[config.mk]
export PLATFORM = sky130hd
export DESIGN_NAME = squash_arbiter_l5
export DESIGN_NICKNAME = d
export VERILOG_FILES = /design/src/rtl/squash_arbiter_l5_pkg.sv /design/src/rtl/squash_arbiter_l5_oldest_sel.sv /design/src/rtl/squash_arbiter_l5.sv
export SDC_FILE = /design/constraint.sdc
export NUM_CORES = 1
export LEC_CHECK = 0
export ABC_CLOCK_PERIOD_IN_PS = 3650
export CAP_MARGIN = 15
export CORE_UTILIZATION = 42
export CTS_CLUSTER_SIZE = 20
export DETAILED_ROUTE_END_ITERATION = 10
export MAX_ROUTING_LAYER = met4
export PLACE_DENSITY = 0.87
export SYNTH_ARGS = -nofsm -noshare
export SYNTH_HDL_FRONTEND = slang
export SYNTH_SLANG_ARGS = --single-unit
[constraint.sdc]
create_clock -name clk -period 3.65 [get_ports clk]
set_input_delay 0.73 -clock clk [delete_from_list [all_inputs] [get_ports clk]]
set_output_delay 0.73 -clock clk [all_outputs]
set_load 0.005 [all_outputs]
[src/rtl/squash_arbiter_l5_pkg.sv]
// rtl/squash_arbiter_l5_pkg.sv - shared types and sequence-age helper for the squash arbiter
//
// Purpose : state encoding of the squash arbiter FSM and the modular age function used by
//           every seq-ordered unit.
// Contents: c_seq_num_bits  sequence number width used by seq_num_t / seq_age
//           seq_num_t       sequence number type
//           squash_arb_state_t {SQ_IDLE, SQ_PEND}
//           seq_age(seq, base) = (seq - base) mod 2^c_seq_num_bits
package squash_arbiter_l5_pkg;

  localparam int unsigned c_seq_num_bits = 5;

  typedef logic [c_seq_num_bits-1:0] seq_num_t;

  typedef enum logic {
    SQ_IDLE = 1'b0,
    SQ_PEND = 1'b1
  } squash_arb_state_t;

  // Distance of seq from the oldest in-flight instruction; smaller means older.
  // Unsigned subtraction wraps naturally, which handles sequence number wrap-around.
  function automatic seq_num_t seq_age(input seq_num_t seq, input seq_num_t base);
    return seq - base;
  endfunction

endpackage

[src/rtl/squash_arbiter_l5_oldest_sel.sv]
// rtl/squash_arbiter_l5_oldest_sel.sv - combinational pick of the oldest valid squash publisher
//
// Purpose : from all publishers pulsing this cycle, select the one with the smallest age
//           relative to commit_seq_num_i; ties go to the lowest publisher index.
// Ports   : pub_val_i        [p_num_pubs]         per-publisher squash pulse
//           pub_target_i     [p_num_pubs][32]     redirect PC per publisher
//           pub_seq_num_i    [p_num_pubs][SEQ]    seq num per publisher
//           commit_seq_num_i [SEQ]                age base
//           cand_val_o                            any publisher valid
//           cand_target_o    [32]                 target of the selected publisher
//           cand_seq_num_o   [SEQ]                seq num of the selected publisher
//           cand_age_o       [SEQ]                age of the selected publisher
module squash_oldest_sel
  import squash_arbiter_l5_pkg::*;
#(
  parameter int unsigned p_num_pubs     = 2,
  parameter int unsigned p_seq_num_bits = c_seq_num_bits
) (
  input  logic [p_num_pubs-1:0]                     pub_val_i,
  input  logic [p_num_pubs-1:0][31:0]               pub_target_i,
  input  logic [p_num_pubs-1:0][p_seq_num_bits-1:0] pub_seq_num_i,
  input  logic [p_seq_num_bits-1:0]                 commit_seq_num_i,
  output logic                                      cand_val_o,
  output logic [31:0]                               cand_target_o,
  output logic [p_seq_num_bits-1:0]                 cand_seq_num_o,
  output logic [p_seq_num_bits-1:0]                 cand_age_o
);

  logic                      best_val;
  logic [31:0]               best_target;
  logic [p_seq_num_bits-1:0] best_seq;
  logic [p_seq_num_bits-1:0] best_age;

  // Scan from index 0 upward; a later publisher replaces the current best only when
  // strictly older, so equal ages keep the lowest index.
  always_comb begin
    best_val    = 1'b0;
    best_target = '0;
    best_seq    = '0;
    best_age    = '0;
    for (int unsigned i = 0; i < p_num_pubs; i++) begin
      logic [p_seq_num_bits-1:0] age;
      age = seq_age(pub_seq_num_i[i], commit_seq_num_i);
      if (pub_val_i[i] && (!best_val || (age < best_age))) begin
        best_val    = 1'b1;
        best_target = pub_target_i[i];
        best_seq    = pub_seq_num_i[i];
        best_age    = age;
      end
    end
  end

  assign cand_val_o     = best_val;
  assign cand_target_o  = best_target;
  assign cand_seq_num_o = best_seq;
  assign cand_age_o     = best_age;

endmodule

[src/rtl/squash_arbiter_l5.sv]
// rtl/squash_arbiter_l5.sv - squash subscriber: keeps the oldest squash as a redirect to fetch
//
// Purpose : collects squash pulses from all execute publishers, holds the oldest outstanding one
//           as a valid/ready redirect until fetch accepts, and emits a one-cycle registered kill
//           broadcast for every squash it accepts.
// Ports   : clk, rst (async, active-low)
//           pub_val/pub_target/pub_seq_num   squash publishers (no backpressure)
//           commit_seq_num                   seq num of oldest in-flight instr (age base)
//           redir_val/redir_rdy/redir_target/redir_seq_num   redirect to fetch
//           kill_val/kill_seq_num            one-cycle flush broadcast
//           stat_accepts/stat_drops          only when SQUASH_ARB_STATS_EN is defined
// Config  : SQUASH_ARB_STATS_EN adds accept/drop counters; default build omits them.
module squash_arbiter_l5
  import squash_arbiter_l5_pkg::*;
#(
  parameter int unsigned p_num_pubs     = 2,
  parameter int unsigned p_seq_num_bits = c_seq_num_bits
) (
  input  logic                                      clk,
  input  logic                                      rst,
  input  logic [p_num_pubs-1:0]                     pub_val,
  input  logic [p_num_pubs-1:0][31:0]               pub_target,
  input  logic [p_num_pubs-1:0][p_seq_num_bits-1:0] pub_seq_num,
  input  logic [p_seq_num_bits-1:0]                 commit_seq_num,
  output logic                                      redir_val,
  input  logic                                      redir_rdy,
  output logic [31:0]                               redir_target,
  output logic [p_seq_num_bits-1:0]                 redir_seq_num,
  output logic                                      kill_val,
  output logic [p_seq_num_bits-1:0]                 kill_seq_num
`ifdef SQUASH_ARB_STATS_EN
  ,
  output logic [31:0]                               stat_accepts,
  output logic [31:0]                               stat_drops
`endif
);

  logic                      cand_val;
  logic [31:0]               cand_target;
  logic [p_seq_num_bits-1:0] cand_seq_num;
  logic [p_seq_num_bits-1:0] cand_age;

  squash_oldest_sel #(
    .p_num_pubs     (p_num_pubs),
    .p_seq_num_bits (p_seq_num_bits)
  ) u_oldest_sel (
    .pub_val_i        (pub_val),
    .pub_target_i     (pub_target),
    .pub_seq_num_i    (pub_seq_num),
    .commit_seq_num_i (commit_seq_num),
    .cand_val_o       (cand_val),
    .cand_target_o    (cand_target),
    .cand_seq_num_o   (cand_seq_num),
    .cand_age_o       (cand_age)
  );

  squash_arb_state_t         state_q;
  logic                      redir_val_q;
  logic [31:0]               redir_target_q;
  logic [p_seq_num_bits-1:0] redir_seq_q;
  logic                      kill_val_q;
  logic [p_seq_num_bits-1:0] kill_seq_q;

  logic [p_seq_num_bits-1:0] pend_age;
  logic                      accept;

  // Pending age is recomputed every cycle because commit_seq_num moves under it.
  assign pend_age = seq_age(redir_seq_q, commit_seq_num);
  assign accept   = cand_val && ((state_q == SQ_IDLE) || (cand_age < pend_age));

  always_ff @(posedge clk or negedge rst) begin
    if (!rst) begin
      state_q        <= SQ_IDLE;
      redir_val_q    <= 1'b0;
      redir_target_q <= '0;
      redir_seq_q    <= '0;
      kill_val_q     <= 1'b0;
      kill_seq_q     <= '0;
    end else begin
      kill_val_q <= accept;
      if (accept) begin
        // Covers IDLE entry, older overwrite and handshake-plus-accept alike.
        state_q        <= SQ_PEND;
        redir_val_q    <= 1'b1;
        redir_target_q <= cand_target;
        redir_seq_q    <= cand_seq_num;
        kill_seq_q     <= cand_seq_num;
      end else if ((state_q == SQ_PEND) && redir_rdy) begin
        state_q     <= SQ_IDLE;
        redir_val_q <= 1'b0;
      end
    end
  end

  assign redir_val     = redir_val_q;
  assign redir_target  = redir_target_q;
  assign redir_seq_num = redir_seq_q;
  assign kill_val      = kill_val_q;
  assign kill_seq_num  = kill_seq_q;

`ifdef SQUASH_ARB_STATS_EN
  logic [31:0] stat_accepts_q;
  logic [31:0] stat_drops_q;
  logic [31:0] num_valid;

  always_comb begin
    num_valid = '0;
    for (int unsigned i = 0; i < p_num_pubs; i++) begin
      num_valid = num_valid + 32'(pub_val[i]);
    end
  end

  // Every valid input that is not the accepted one counts as a drop.
  always_ff @(posedge clk or negedge rst) begin
    if (!rst) begin
      stat_accepts_q <= '0;
      stat_drops_q   <= '0;
    end else begin
      stat_accepts_q <= stat_accepts_q + 32'(accept);
      stat_drops_q   <= stat_drops_q + (num_valid - 32'(accept));
    end
  end

  assign stat_accepts = stat_accepts_q;
  assign stat_drops   = stat_drops_q;
`endif

endmodule
# --- Word-level counts from Yosys, hierarchy flattened ---
# Cells that the tools add are included.
word_totals:
  regBits: 39
  latch_bits: 0
  mem_bits_rw: 0
  mem_bits_ro: 0
  inputBits: 84
  out_inout_bits: 44
  wordCells: 27
  mem_count: 0
classes:
  n_addsub: 3
  n_mul: 0
  n_div: 0
  magnitude_cmp: 2
  eq_ne: 0
  shifts: 0
  muxes: 10
  bitwise_logic: 1
  n_reduce_logical: 7
ops:
  columns: ["op", "count"]
  rows:
  - ["$mux 32", 2]
  - ["$mux 5", 4]
  - ["$sub 5x5->5", 3]
  - ["$lt 5x5->1", 2]
  - ["$mux 1", 4]
  - ["$logic_and 1x1->1", 3]
  - ["$logic_or 1x1->1", 2]
  - ["$reduce_bool 2->1", 1]
  - ["$logic_not 1->1", 1]
  - ["$not 1->1", 1]

# --- Logic depth before layout (Yosys ltp) ---
logic_depth:
  ltp_word: 10
  ltp_mapped: 24

# --- Cells and area by module ---
# Synthesis repeated with hierarchy kept, for this count alone.
hier_totals:
  hier_cells: 302
  hier_area_um2: 2766.4
modules_own_cells:
  columns: ["mod", "instances", "cells_per_inst", "area_per_inst_um2", "seq_area_each_um2"]
  rows:
  - ["squash_arbiter_l5", 1, 117, 1761.7, 975.9]
  - ["squash_oldest_sel", 1, 185, 1004.7, 0.0]

# --- Worst setup path before layout ---
# Ideal clock, no wire load.
synth_timing:
  kind: "input port to flip-flop"
  startpoint: "input pub_seq_num[0] in the netlist's numbering"
  endpoint: "register redir_target_q[10] (netlist: redir_target[10])"
  t_arrival_ps: 4695
  required_time_ps: 3525
  path_slack_ps: -1171
  cell_stages: 23
  path_buffers: 3
  path_cell_list: "inv_1 -> ha_1 -> inv_1 -> fa_1 -> a21o_1 -> a21oi_1 -> xnor2_1 -> nand2_1 -> ha_1 -> nand2_1 -> o2111ai_2 -> o22ai_2 -> clkbuf_1 -> o21ai_0 -> ha_1 -> a21oi_1 -> nor2_1 -> a211oi_1 -> nand3_1 -> o22a_2 -> buf_6 -> buf_6 -> mux2_4"
synth_via:
  elab_chain_len: 9
  word_cells_on_any_way: 11
  cone_classes: "1 x add/sub; 2 x order compare; 4 x mux; 4 x reduce/logical"
synth_lines:
  columns: ["item", "line", "text"]
  rows:
  - ["start: declaration", "squash_arbiter_l5.sv:23", "input logic [p_num_pubs-1:0][p_seq_num_bits-1:0] pub_seq_num,"]
  - ["$sub 5x5->5 *", "squash_arbiter_l5_pkg.sv:23", "return seq - base;"]
  - ["$mux 5 *", "squash_arbiter_l5_oldest_sel.sv:44", "if (pub_val_i[i] && (!best_val || (age < best_age))) begin"]
  - ["$lt 5x5->1", "squash_arbiter_l5_oldest_sel.sv:44", null]
  - ["$logic_or 1x1->1", "squash_arbiter_l5_oldest_sel.sv:44", null]
  - ["$logic_and 1x1->1", "squash_arbiter_l5_oldest_sel.sv:44", null]
  - ["$mux 5", "squash_arbiter_l5_oldest_sel.sv:44", null]
  - ["$lt 5x5->1", "squash_arbiter_l5.sv:69", "assign accept = cand_val && ((state_q == SQ_IDLE) || (cand_age < pend_age));"]
  - ["$logic_or 1x1->1", "squash_arbiter_l5.sv:69", null]
  - ["$logic_and 1x1->1", "squash_arbiter_l5.sv:69", null]
  - ["end signal: assignment", "squash_arbiter_l5.sv:85", "redir_target_q <= cand_target;"]
  - ["end: declaration", "squash_arbiter_l5.sv:59", "logic [31:0] redir_target_q;"]
# Every way passes the cells marked *; elsewhere a longest branch is shown, timed or not.
# A chain may end at the register's enable or synchronous reset.

# --- Worst setup path after layout ---
layout_timing:
  startpoint: "input pub_seq_num[7] in the netlist's numbering"
  endpoint: "register redir_target_q[12] (netlist: redir_target[12])"
layout_via:
  elab_chain_len: 8
  word_cells_on_any_way: 10
  cone_classes: "1 x add/sub; 2 x order compare; 3 x mux; 4 x reduce/logical"
layout_lines:
  columns: ["item", "line"]
  rows:
  - ["$sub 5x5->5 *", "squash_arbiter_l5_pkg.sv:23"]
  - ["$lt 5x5->1", "squash_arbiter_l5_oldest_sel.sv:44"]
  - ["$logic_or 1x1->1", "squash_arbiter_l5_oldest_sel.sv:44"]
  - ["$logic_and 1x1->1", "squash_arbiter_l5_oldest_sel.sv:44"]
  - ["$mux 5", "squash_arbiter_l5_oldest_sel.sv:44"]
  - ["$lt 5x5->1", "squash_arbiter_l5.sv:69"]
  - ["$logic_or 1x1->1", "squash_arbiter_l5.sv:69"]
  - ["$logic_and 1x1->1", "squash_arbiter_l5.sv:69"]
# Marked as above.

==> impl_metrics.yaml <==
floorplan:
  core_area_sq_mm: 0.006314
  initial_core_util_pct: 43.40
  fp-row-count: 29
  die_h_um: 82.77
  ios: 128
  die_x_um: 82.77
  die_area_sq_mm: 0.006851
setup_path:
  slowest_delay_ns: 0.43
  r2r_setup_slack_ns: 0.35
  critical_path.startpoint_type: "input pin"
  arrival_ns: 4.68
  critPathKind: "in -> reg"
  cp.required_ns: 3.82
  r2r_cells: 16
  cp_cell_sequence: "clkdlybuf4s50_1 > ha_1 > a21o_1 > a21oi_2 > xnor2_2 > ha_4 > buf_4 > nand2_2 > o2111ai_4 > o22ai_4 > nand2_1 > o21ai_2 > ha_4 > a21oi_4 > nor2_2 > a211oi_2 > nand3_1 > o22a_2 > buf_12 > buf_12 > mux2_4"
  crit_path_end: "redir_target[12]$_DFFE_PN0P_"
  startpoint: "pub_seq_num[7]"
  crit_fanout: 5
  end_kind: "register"
  r2r_start: "redir_seq_num[0]$_DFFE_PN0P_"
  critical-path-slowest-cell: "clkdlybuf4s50_1"
  r2r_end: "redir_target[12]$_DFFE_PN0P_"
grt:
  grt_max_degree: 43
  overflow: 0
  antenna_found_initial: 0
  grt_use_total_pct: 24.73
  first_global_vias: 2729
  grt_pass1_wl_mm: 12.32
routing:
  drc: 0
  routedWlPerCell_um: 15.95
  antenna_left: 0
  vias_per_cell: 5.131
  firstDrtPassIters: 4
  first_iter_violations: 144
  routed_wirelength_mm: 8.534
  vias: 2745
power:
  intPower_w: 0.002123
  power_frac_seq_pct: 23.1
  p_clk_share_pct: 8.9
  ir_drop_mv: 0.4367
  p_leak_nw: 2.031
  p_sw_w: 0.001143
  comb_power_share_pct: 68.0
  powerDensity_mw_per_mm2: 706.5
  sw_frac_of_total_pct: 35.00
timing:
  tightest_slew_ns: 0.8703
  finalHoldViolCount: 0
  timing.fmax_mhz: 222.1
  rsz0062_at_grt: "yes"
  finalSetupViolCount: 39
  fin_crit_sh_pct: 123.4
  slew_viol_final: 0
  worst_slack_ns: -0.8531
  whs_ns: 0.5085
  min_period_ns: 4.503
  clock_skew_ns: 0.007737
  maxSlewHeadroom_pct: 41.98
clock_network:
  clk_latency_ns: 0.29
  ctsLongestPathBuffers: 2
  cts_buffers: 5
  clk_pin_slew_ns: 0.08
  hold_buffers: 0
  cts-root-buf: "clkbuf_8"
  htree_levels: 2
  clock-sinks: 39
  cts_tree: "done"
cells_and_area:
  drive_above_1_share_pct: 27.29
  synthToLayoutAreaGrowth_pct: 68.68
  finish.instance_area_sq_mm: 0.004622
  nets: 565
  antennaDiodeCount: 0
yosys:
  syn_area_per_cell_sq_um: 8.955
  synth_most_common_cell: "nand2_1"
  synth_top_area_share_pct: 35.62
  async_flop_share_pct: 100.0
  synth_area_sq_mm: 0.002740
  synth_top_area_cell: "dfrtp_1"
  synth_nets: 413
  synthTopCellsByArea: "dfrtp_1 (36%), mux2_2 (12%), nand2_1 (12%)"
  yosysUniqueCellTypes: 24
  yosys_warnings: 0
  ys_seq_area_share_pct: 35.62
  synthTopCellsByCount: "nand2_1 (85), o21ai_0 (41), dfrtp_1 (39)"
  synthCells: 306
  ys_seq_elements: 39
  synth-edff-count: 0
  ys.flop_type: "dfrtp_1"
run:
  cap_violations: 0
placed_design:
  place_area_sq_mm: 0.004259
  io_buffers: 127
  place_hpwl_mm: 6.055
  gp_congestion: 0.8422
run_status:
  failed_checks: "setup timing"
  status: "finished, violations left"
hold_path:
  hold_class: "reg -> reg"
==> repair_timing <==
item                                    in CTS  in global routing
hold endpoints to repair                     0                  0
gates resized for setup                     41                 17
pin swaps                                   20                 20
endpoints found under the setup margin      39                 39
setup buffers                               14                  3
gates cloned                                 1                  0
==> placed cells by master, fill, tap and decap left out, types with 2 or more instances in the layout <==
master / synthesis / layout
a21oi_1: 12 / 7
a21oi_4: 0 / 2
o21ai_0: 41 / 36
nand2_1: 85 / 83
mux2_2: 30 / 30
dlygate4sd2_1: 0 / 3
a21o_1: 6 / 6
inv_2: 0 / 5
buf_12: 0 / 3
fa_2: 0 / 2
nand3_1: 2 / 2
ha_1: 20 / 11
o21ai_2: 0 / 4
mux2_4: 7 / 7
nand4_1: 2 / 2
buf_4: 7 / 35
xor2_1: 4 / 4
buf_6: 2 / 3
o22ai_4: 0 / 2
clkdlybuf4s15_2: 0 / 2
buf_2: 0 / 2
a21oi_2: 0 / 3
clkbuf_8: 0 / 5
nand2_2: 0 / 2
clkdlybuf4s50_1: 0 / 117
nor2_1: 5 / 4
xnor2_1: 8 / 7
inv_1: 15 / 8
ha_4: 0 / 8
dfrtp_1: 39 / 39
==> power groups by stage <==
stage          logic, W  registers [W]  clock network (W)
6_report        0.00222       0.000754           0.000289
5_1_grt         0.00236       0.000777           0.000313
4_1_cts         0.00204       0.000754           0.000296
3_5_place_dp    0.00191       0.000761                  0
3_3_place_gp    0.00185       0.000750                  0
2_1_floorplan   0.00112       0.000765                  0
==> critical path: cells and delay by family <==
kind            cells  cell delay [ns]
mux                 1             0.29
compound gates      8             1.44
simple gates        4             0.37
buf+inv             4             0.83
xor+xnor            1             0.17
fa+ha+maj           3             0.84
==> logic make-up after synthesis <==
family / count (synthesis) / synth area share [%]
simple gates: 94 / 13.15
xor+xnor: 12 / 3.836
flops: 39 / 35.62
mux: 38 / 16.53
compound gates: 63 / 12.97
fa+ha+maj: 23 / 11.32
buf+inv: 37 / 6.575
==> layer usage <==
metal	vias to the layer above	GRT usage [%]	part of all wire, %
met4	0	6.034	1.4
met5	-	-	0
li1	1332	-	-
met2	83	44.18	54
met3	10	5.137	4.6
met1	1320	28.16	40
==> through the flow <==
| stage | utilization [%] | power (W) | instances | setup TNS [ns] | setup slack, ns |
|---|---|---|---|---|---|
| finish | 73.21 | 0.003265 | 535 | -29.70 | -0.8531 |
| global route | 73.21 | 0.003449 | 535 | -34.35 | -0.9688 |
| CTS | 71.44 | 0.003095 | 532 | -27.56 | -0.7654 |
| detailed placement | 67.46 | 0.002673 | 511 | -55.60 | -1.461 |
| global placement | 67.46 | 0.002600 | 511 | -46.65 | -1.225 |
| floorplan | - | 0.001887 | 306 | -22.95 | -0.7162 |
==> registers in the layout (all words and copies together) (netlist names) <==
register and cells:
redir_target 32, redir_seq_num 5, kill_val 1, redir_val 1
==> worst min path at each step <==
stage,from,to,slack [ns],depth (start not counted)
6_report,redir_target[16]$_DFFE_PN0P_,redir_target[16]$_DFFE_PN0P_,0.51,1
5_1_grt,redir_target[25]$_DFFE_PN0P_,redir_target[25]$_DFFE_PN0P_,0.52,1
4_1_cts,redir_target[21]$_DFFE_PN0P_,redir_target[21]$_DFFE_PN0P_,0.51,1
3_5_place_dp,redir_target[15]$_DFFE_PN0P_,redir_target[15]$_DFFE_PN0P_,0.49,1
3_3_place_gp,redir_target[23]$_DFFE_PN0P_,redir_target[23]$_DFFE_PN0P_,0.49,1
2_1_floorplan,rst,kill_val$_DFF_PN0_,0.43,0
==> cell type report <==
class | count | area, sq um
multi-input cells | 231 | 1799
fillers | 461 | 1692
repair buffers | 166 | 1597
flip-flops and latches | 39 | 975.9
well taps | 77 | 96.34
inverters | 15 | 71.32
clock buffers | 5 | 68.82
clock inverters | 2 | 13.76
No activity file was read; power rests on OpenSTA's default activity.
